## src/rtl/spi_char_tx.sv

```systemverilog
`default_nettype none
// ============================================================================
// Module   : spi_char_tx
// Purpose  : SPI mode-0 master streaming queued character bytes, MSB first,
//            one framed transfer per byte.
// Revision : 1.0 - initial release
// ============================================================================
module spi_char_tx #(
    parameter int CLK_DIV    = 4,
    parameter int FIFO_DEPTH = 16,
    parameter int GAP_CYCLES = 8
) (
    input  logic                          clk,
    input  logic                          rst_n,
    input  logic [7:0]                    tx_data,
    input  logic                          tx_valid,
    output logic                          tx_ready,
    output logic [$clog2(FIFO_DEPTH):0]   fifo_count,
    output logic                          busy,
    output logic                          spi_sck,
    output logic                          spi_mosi,
    output logic                          spi_ss_n
);

    localparam int C_AW    = $clog2(FIFO_DEPTH);
    localparam int C_DIV_W = (CLK_DIV > 1) ? $clog2(CLK_DIV) : 1;
    localparam int C_GAP_W = (GAP_CYCLES > 1) ? $clog2(GAP_CYCLES) : 1;

    localparam logic [C_AW:0]      C_FULL     = (C_AW + 1)'(FIFO_DEPTH);
    localparam logic [C_DIV_W-1:0] C_DIV_LAST = C_DIV_W'(CLK_DIV - 1);
    localparam logic [C_GAP_W-1:0] C_GAP_LAST = C_GAP_W'(GAP_CYCLES - 1);

    typedef enum logic [2:0] {
        ST_IDLE  = 3'd0,
        ST_SETUP = 3'd1,
        ST_HIGH  = 3'd2,
        ST_LOW   = 3'd3,
        ST_GAP   = 3'd4
    } state_t;

    state_t              r_state, w_state_n;
    logic [C_DIV_W-1:0]  r_div, w_div_n;
    logic [C_GAP_W-1:0]  r_gap, w_gap_n;
    logic [2:0]          r_bit, w_bit_n;
    logic [7:0]          r_shift, w_shift_n;
    logic                r_sck, w_sck_n;
    logic                r_ss_n, w_ss_n_n;
    logic                r_mosi, w_mosi_n;

    logic [7:0]          r_mem [FIFO_DEPTH];
    logic [C_AW-1:0]     r_wr_ptr, r_rd_ptr;
    logic [C_AW:0]       r_count;
    logic                w_push, w_pop;

    // Ready depends on the registered count only, so a pop in the same cycle
    // never lets a push into a full FIFO.
    assign tx_ready   = (r_count != C_FULL);
    assign w_push     = tx_valid && tx_ready;
    assign fifo_count = r_count;
    assign busy       = (r_state != ST_IDLE) || (r_count != '0);
    assign spi_sck    = r_sck;
    assign spi_mosi   = r_mosi;
    assign spi_ss_n   = r_ss_n;

    always_ff @(posedge clk) begin
        if (w_push) begin
            r_mem[r_wr_ptr] <= tx_data;
        end
    end

    always_ff @(posedge clk or negedge rst_n) begin
        if (!rst_n) begin
            r_wr_ptr <= '0;
            r_rd_ptr <= '0;
            r_count  <= '0;
        end else begin
            if (w_push) begin
                r_wr_ptr <= r_wr_ptr + 1'b1;
            end
            if (w_pop) begin
                r_rd_ptr <= r_rd_ptr + 1'b1;
            end
            case ({w_push, w_pop})
                2'b10:   r_count <= r_count + 1'b1;
                2'b01:   r_count <= r_count - 1'b1;
                default: r_count <= r_count;
            endcase
        end
    end

    always_ff @(posedge clk or negedge rst_n) begin
        if (!rst_n) begin
            r_state <= ST_IDLE;
            r_div   <= '0;
            r_gap   <= '0;
            r_bit   <= '0;
            r_shift <= '0;
            r_sck   <= 1'b0;
            r_ss_n  <= 1'b1;
            r_mosi  <= 1'b0;
        end else begin
            r_state <= w_state_n;
            r_div   <= w_div_n;
            r_gap   <= w_gap_n;
            r_bit   <= w_bit_n;
            r_shift <= w_shift_n;
            r_sck   <= w_sck_n;
            r_ss_n  <= w_ss_n_n;
            r_mosi  <= w_mosi_n;
        end
    end

    // Next-state logic computes the pin values one cycle ahead so every SPI
    // output comes straight from a flop.
    always_comb begin
        w_state_n = r_state;
        w_div_n   = r_div;
        w_gap_n   = r_gap;
        w_bit_n   = r_bit;
        w_shift_n = r_shift;
        w_sck_n   = r_sck;
        w_ss_n_n  = r_ss_n;
        w_mosi_n  = r_mosi;
        w_pop     = 1'b0;
        case (r_state)
            ST_IDLE: begin
                if (r_count != '0) begin
                    w_pop     = 1'b1;
                    w_shift_n = r_mem[r_rd_ptr];
                    w_mosi_n  = r_mem[r_rd_ptr][7];
                    w_ss_n_n  = 1'b0;
                    w_sck_n   = 1'b0;
                    w_div_n   = '0;
                    w_bit_n   = '0;
                    w_state_n = ST_SETUP;
                end
            end
            ST_SETUP: begin
                if (r_div == C_DIV_LAST) begin
                    w_div_n   = '0;
                    w_sck_n   = 1'b1;
                    w_state_n = ST_HIGH;
                end else begin
                    w_div_n = r_div + 1'b1;
                end
            end
            ST_HIGH: begin
                if (r_div == C_DIV_LAST) begin
                    w_div_n   = '0;
                    w_sck_n   = 1'b0;
                    w_state_n = ST_LOW;
                    // Bit 0 stays on MOSI through the last LOW phase as SS hold.
                    if (r_bit != 3'd7) begin
                        w_shift_n = {r_shift[6:0], 1'b0};
                        w_mosi_n  = r_shift[6];
                    end
                end else begin
                    w_div_n = r_div + 1'b1;
                end
            end
            ST_LOW: begin
                if (r_div == C_DIV_LAST) begin
                    w_div_n = '0;
                    if (r_bit == 3'd7) begin
                        w_ss_n_n  = 1'b1;
                        w_mosi_n  = 1'b0;
                        w_gap_n   = '0;
                        w_state_n = ST_GAP;
                    end else begin
                        w_bit_n   = r_bit + 3'd1;
                        w_sck_n   = 1'b1;
                        w_state_n = ST_HIGH;
                    end
                end else begin
                    w_div_n = r_div + 1'b1;
                end
            end
            ST_GAP: begin
                if (r_gap == C_GAP_LAST) begin
                    w_state_n = ST_IDLE;
                end else begin
                    w_gap_n = r_gap + 1'b1;
                end
            end
            default: begin
                w_state_n = ST_IDLE;
                w_sck_n   = 1'b0;
                w_ss_n_n  = 1'b1;
                w_mosi_n  = 1'b0;
            end
        endcase
    end

endmodule
`default_nettype wire

```

## config.mk

```make
export PLATFORM = sky130hd
export DESIGN_NAME = spi_char_tx
export DESIGN_NICKNAME = d
export VERILOG_FILES = /design/src/rtl/spi_char_tx.sv
export SDC_FILE = /design/constraint.sdc
export NUM_CORES = 1
export LEC_CHECK = 0
export ABC_CLOCK_PERIOD_IN_PS = 4900
export CAP_MARGIN = 20
export CORE_MARGIN = 8
export CORE_UTILIZATION = 58
export CTS_CLUSTER_SIZE = 25
export DETAILED_ROUTE_END_ITERATION = 6
export PLACE_DENSITY_LB_ADDON = 0.1
export SETUP_SLACK_MARGIN = 0.05
export SLEW_MARGIN = 20
export SYNTH_ARGS = -nofsm -noshare
export SYNTH_HDL_FRONTEND = slang
export SYNTH_SLANG_ARGS = --single-unit
```

## constraint.sdc

```tcl
create_clock -name clk -period 4.9 [get_ports clk]
set_clock_uncertainty 0.05 [all_clocks]
set_input_delay 0.735 -clock clk [delete_from_list [all_inputs] [get_ports clk]]
set_output_delay 0.735 -clock clk [all_outputs]
set_load 0.02 [all_outputs]
```

Word level (Yosys, flattened, before mapping)
Memory sizes are Yosys's and may differ from the RTL's.
Index checks and enable logic that the tools add are counted.
{"block": "classes", "n_eq_ne": 20, "reduce_logical": 21, "order_cmp": 0, "muxes": 42, "addsub": 7, "n_bitwise": 3, "multipliers": 0, "n_shift": 0, "n_div": 0}
{"op": "3-bit 2-to-1 mux", "count": 12}
{"op": "7-bit 2-to-1 mux", "count": 3}
{"op": "2-bit inequality test (second input constant)", "count": 9}
{"op": "1-bit 2-to-1 mux", "count": 16}
{"op": "4-bit AND reduction", "count": 4}
{"op": "3-bit one-hot mux with 5 select lines", "count": 1}
{"op": "7-bit one-hot mux with 2 select lines", "count": 1}
{"op": "3-bit one-hot mux with 2 select lines", "count": 2}
{"op": "6-bit AND reduction", "count": 2}
{"op": "5-bit one-hot mux with 2 select lines", "count": 1}
{"op": "2-bit nonzero test", "count": 5}
{"op": "3-bit == test (second input constant)", "count": 3}
{"op": "4-bit by 1-bit adder with 4-bit output (second input constant)", "count": 2}
{"op": "3-bit by 1-bit adder with 3-bit output (second input constant)", "count": 2}
{"op": "3-bit by 2-bit == test with 1-bit output (second input constant)", "count": 2}
{"op": "3-bit OR reduction", "count": 2}
{"op": "5-bit by 1-bit adder with 5-bit output (second input constant)", "count": 1}
{"op": "5-bit inequality test (second input constant)", "count": 1}
{"op": "1-bit one-hot mux with 5 select lines", "count": 1}
{"op": "5-bit AND reduction", "count": 1}
{"op": "5-bit nonzero test", "count": 1}
{"op": "5-bit by 1-bit subtractor with 5-bit output (second input constant)", "count": 1}
{"op": "2-bit == test (second input constant)", "count": 2}
{"op": "2-bit 2-to-1 mux", "count": 2}
{"op": "other kinds (14)", "count": 16}
{"block": "word_totals", "ramBits": 128, "mem_bits_ro": 0, "latchBits": 0, "n_memories": 1, "ff_bits": 34, "out_inout_bits": 10}
{"memory": "r_mem", "words": 16, "width": 8, "read_ports": 1, "rd_clocked_by_memory_dff": 0, "wr": 1, "line_no": "50", "rtl": "logic [7:0] r_mem [FIFO_DEPTH];"}

Longest topological paths before layout
{"block": "depth", "ltp_word": 5, "depth_mapped": 12, "depth_no_buf": 10}

Least setup slack after synthesis
Ideal clock, no wire load.
{"block": "synth_path", "path_kind": "flip-flop to flip-flop", "from": "register r_count[1] (netlist: fifo_count[1])", "to": "register r_count[4] (netlist: fifo_count[4])", "path_stages_with_launch": 13, "setup_slack_ns": 1.782, "setup_ns": 0.123, "period_less_slack_ns": 3.118, "t_arrival_ns": 2.945, "cell_sequence": "dfrtp_1 -> buf_6 -> or4_4 -> o21ai_4 -> inv_2 -> ha_1 -> clkbuf_1 -> xor2_1 -> ha_1 -> or3b_2 -> a21oi_1 -> o21ai_1 -> xnor2_1"}
{"block": "synth_between", "elab_chain_len": 5, "elab_cells_between_ends": 11, "cone_classes": "2 x add/sub; 3 x eq/ne; 3 x mux; 3 x reduce/logical"}
{"item": "from (decl)", "line_no": "52", "rtl": "logic [C_AW:0] r_count;"}
{"item": "from (signal assigned)", "line_no": "84", "rtl": "2'b10: r_count <= r_count + 1'b1;"}
{"item": "from (signal assigned)", "line_no": "85", "rtl": "2'b01: r_count <= r_count - 1'b1;"}
{"item": "from (signal assigned)", "line_no": "86", "rtl": "default: r_count <= r_count;"}
{"item": "5-bit nonzero test *", "line_no": "127", "rtl": "if (r_count != '0) begin"}
{"item": "1-bit 2-to-1 mux *", "line_no": "127"}
{"item": "1-bit 2-to-1 mux *", "line_no": "125", "rtl": "case (r_state)"}
{"item": "named net w_pop", "line_no": "53", "rtl": "logic w_push, w_pop;"}
{"item": "2-bit by 1-bit == test with 1-bit output / 2-bit == test (equally long branches)", "line_no": "83", "rtl": "case ({w_push, w_pop})"}
{"item": "5-bit one-hot mux with 2 select lines / 2-bit nonzero test (equally long branches)"}
Mark *: on every way through the listed nets, which the timed path passes. The rest lies on a longest branch.
A chain may end at the register's enable or synchronous reset.

Worst setup path after layout
{"block": "layout_path", "from": "register r_count[1] (netlist: fifo_count[1])", "to": "output busy"}
{"block": "layout_between", "elab_chain_len": 2}
{"item": "5-bit nonzero test", "line_no": "60", "rtl": "assign busy = (r_state != ST_IDLE) || (r_count != '0);"}
{"item": "1-bit logical OR", "line_no": "60"}
{"item": "to (decl)", "line_no": "19", "rtl": "output logic busy,"}
Every way passes these cells.

==> reports/qor.txt <==
Synth Area per Inst: 16.73 um2
Leakage: 0.002687 uW
Core ar.: 11420 um2
Die Ht: 124.1 um
CP Capture Type: output port
setup TNS: 0 ns
Power Dens Cells: 589.3 nW/um2
vias per std cell: 6.055
max_slew headroom: 0.2953
outcome: completed
Worst Path Arrival: 2.51 ns
wire per inst: 22.30 um
fin crit share: 0.6720
Yosys cell types: 54
Detail Route Antenna Nets: 0
Synth Area in Compound Gates: 0.06185
GRT Total Usage: 0.1891
FF+latch count, synth: 162
vias in the first global route: 3666
design area: 7729 um2
max-slew violation count: 0
post-route setup slack: 1.607 ns
largest net degree at the start of global routing: 35
final setup violation count: 0
Placed Area: 7086 um2
number of port buffers: 20
CTS tree: built
Syn Nets: 429
Resized Gates After CTS: 0
worst-path fanout max: 9
die area: 15400 um2
Max H-tree Level: 4
CTS Buffer Depth: 2
Clock Pin Slew Worst Setup and Hold Paths: 0.06 ns
Synth-to-Final Area Change: 14.05%
routability congestion estimate from global placement: 0.7768
layout cells sized above 1: 0.1936
Peak supply drop: 434.7 uV
initial antenna violation count: 0
top_reg_cell synth: edfxtp_1
router iterations before antenna repair: 4
Max Cap Viol: 0
Async SR Flop Fraction: 0.2099
# diodes: 0
Rows: 39
Post-Place Worst Slack: 1.286 ns
number of flops mapped to enable cells by yosys: 128
Worst-Margin Slew: 1.053 ns
largest family of logic cells by synthesized area: multiplexers
critical path required time: 4.12 ns
mapped cell area: 6776 um2
clock root buffer master: clkbuf_16
DR vias: 3524
fin util: 0.6769
R2R setup slack: 1.67 ns
Post-Synth XOR/XNOR Area: 0.01809
Post-CTS Repair Setup Buffers: 0
Hold Crit Class: input pin to asynchronous set/reset pin
clock sinks: 162
Post-Layout Cell Count: 582
RSZ-0062 raised after global routing: false
CTS Buf Count: 17
nets: 450
warning count from the yosys run: 0
Worst-Skew Late Latency: 0.44 ns
register area share after synthesis: 0.6929
proportion of synthesized area in mux cells: 0.1239
CTS Hold Bufs: 0
total length of routed wires: 12980 um
critical path class: flip-flop to output port
I/O pin count: 21
DPL Wire Length: 8201 um
Tmin final: 3.293 ns
DRT iter0 DRCs: 285
global-route wire length before repair: 20730 um
startpoint types: flip-flop
fmax: 0.3037 GHz
dpl cells: 550
post-synthesis adder-cell area fraction: 0.02400
final hold violations: 0
Starting Density: 0.5935
die width: 124.1 um
Post-Syn Instances: 405
simple logic cell fraction of the synthesized area: 0.05871
Post-route DRC: 0
global route overflow: 0
[cell usage after synthesis, drive strengths merged, types with 2 or more instances]
cell / number / area [um2]
a21boi: 2 / 15.02
a21oi: 14 / 70.07
a22o: 4 / 35.03
a31oi: 8 / 50.05
a32o: 3 / 30.03
and2: 2 / 12.52
and3: 2 / 12.51
buf: 11 / 63.80
clkbuf: 12 / 45.04
dfrtp: 33 / 825.8
edfxtp: 128 / 3844
ha: 13 / 162.7
inv: 8 / 30.03
mux2: 7 / 78.82
mux2i: 4 / 40.04
mux4: 32 / 720.7
nand2: 22 / 82.58
nand2b: 6 / 37.54
nand3b: 2 / 15.01
nand4: 2 / 12.51
nor2: 20 / 75.07
nor2b: 2 / 12.51
nor3: 6 / 30.03
nor4: 2 / 12.51
o211ai: 2 / 15.01
o21ai: 9 / 56.31
o22ai: 13 / 81.33
or3: 7 / 43.79
xnor2: 8 / 70.07
xor2: 6 / 52.55
[logic make-up (layout without fill, tap and decap cells)]
logic type	after synthesis	after routing
multiplexers	43	43
buffers and inverters	31	65
AND/OR/NAND/NOR	79	79
AO/OA/AOI/OAI	63	63
XOR/XNOR	14	14
flip-flops	162	162
adder cells (fa/ha/maj)	13	13
[area by class of cell]
class,count,area [um2]
fillers,754,3690
clock buffers,17,425.4
flip-flops and latches,162,4697
repair buffers,25,232.7
inverters,8,30.03
multi-input cells,212,1947
well taps,143,178.9
clock inverters,15,217.7
[registers in the layout, indices dropped and copies added, names as in the netlist]
register / flops
r_shift: 7
r_rd_ptr: 4
fifo_count: 5
spi_ss_n: 1
spi_mosi: 1
r_wr_ptr: 4
r_mem: 128
spi_sck: 1
r_bit: 3
r_div: 2
r_gap: 3
r_state: 3
[critical path, stage by stage (launching register included)]
cell and delay [ns]:
dfrtp_1 0.48, or4_4 0.61, nor2_1 0.32, nand2_1 0.11, clkdlybuf4s50_1 0.56
[metal layers]
metal	track usage	part of all wire
met1	0.2398	0.42
met2	0.2989	0.51
met3	0.05621	0.055
met4	0.08104	0.014
met5	0	0
[report_power, final]
group / internal [uW] / total (uW) / switching, uW
clock: 869 / 1440 / 568
sequential: 1710 / 1950 / 233
combinational: 577 / 1170 / 595
[worst paths after layout]
check	end	startpoint	depth (start not counted)
max reg2reg	fifo_count[4]$_DFFE_PN0P_	fifo_count[1]$_DFFE_PN0P_	10
min	r_rd_ptr[1]$_DFFE_PN0P_	rst_n	1
min reg2reg	r_gap[1]$_DFFE_PN0P_	r_gap[1]$_DFFE_PN0P_	1
max	busy	fifo_count[1]$_DFFE_PN0P_	4
max in group asynchronous	r_rd_ptr[0]$_DFFE_PN0P_	rst_n	1
min in group clk	r_gap[1]$_DFFE_PN0P_	r_gap[1]$_DFFE_PN0P_	1
[cells in the final DEF, fill, tap and decap left out, drive strengths merged, types with 2 or more instances in the layout]
| cell type | count |
|---|---|
| inv | 15 |
| ha | 13 |
| clkinv | 2 |
| mux4 | 32 |
| o21ai | 9 |
| bufinv | 4 |
| nor3 | 6 |
| xnor2 | 8 |
| and3 | 2 |
| or3 | 7 |
| nor2 | 20 |
| nor4 | 2 |
| edfxtp | 128 |
| mux2 | 7 |
| a21boi | 2 |
| clkdlybuf4s50 | 19 |
| and2 | 2 |
| mux2i | 4 |
| a21oi | 14 |
| o211ai | 2 |
| a22o | 4 |
| nor2b | 2 |
| clkbuf | 17 |
| nand4 | 2 |
| o22ai | 13 |
| nand2 | 22 |
| a32o | 3 |
| dfrtp | 33 |
| buf | 6 |
| clkinvlp | 2 |
| nand2b | 6 |
| nand3b | 2 |
| xor2 | 6 |
| a31oi | 8 |
[stage by stage]
stage | power, uW | hold WS, ns
2_1_floorplan | 2825 | 0.3894
4_1_cts | 4602 | 0.3409
6_report | 4555 | 0.3187
3_3_place_gp | 3119 | 0.4405
3_5_place_dp | 3162 | 0.4465
5_1_grt | 4788 | 0.3875
No activity file was read; power rests on OpenSTA's default activity.
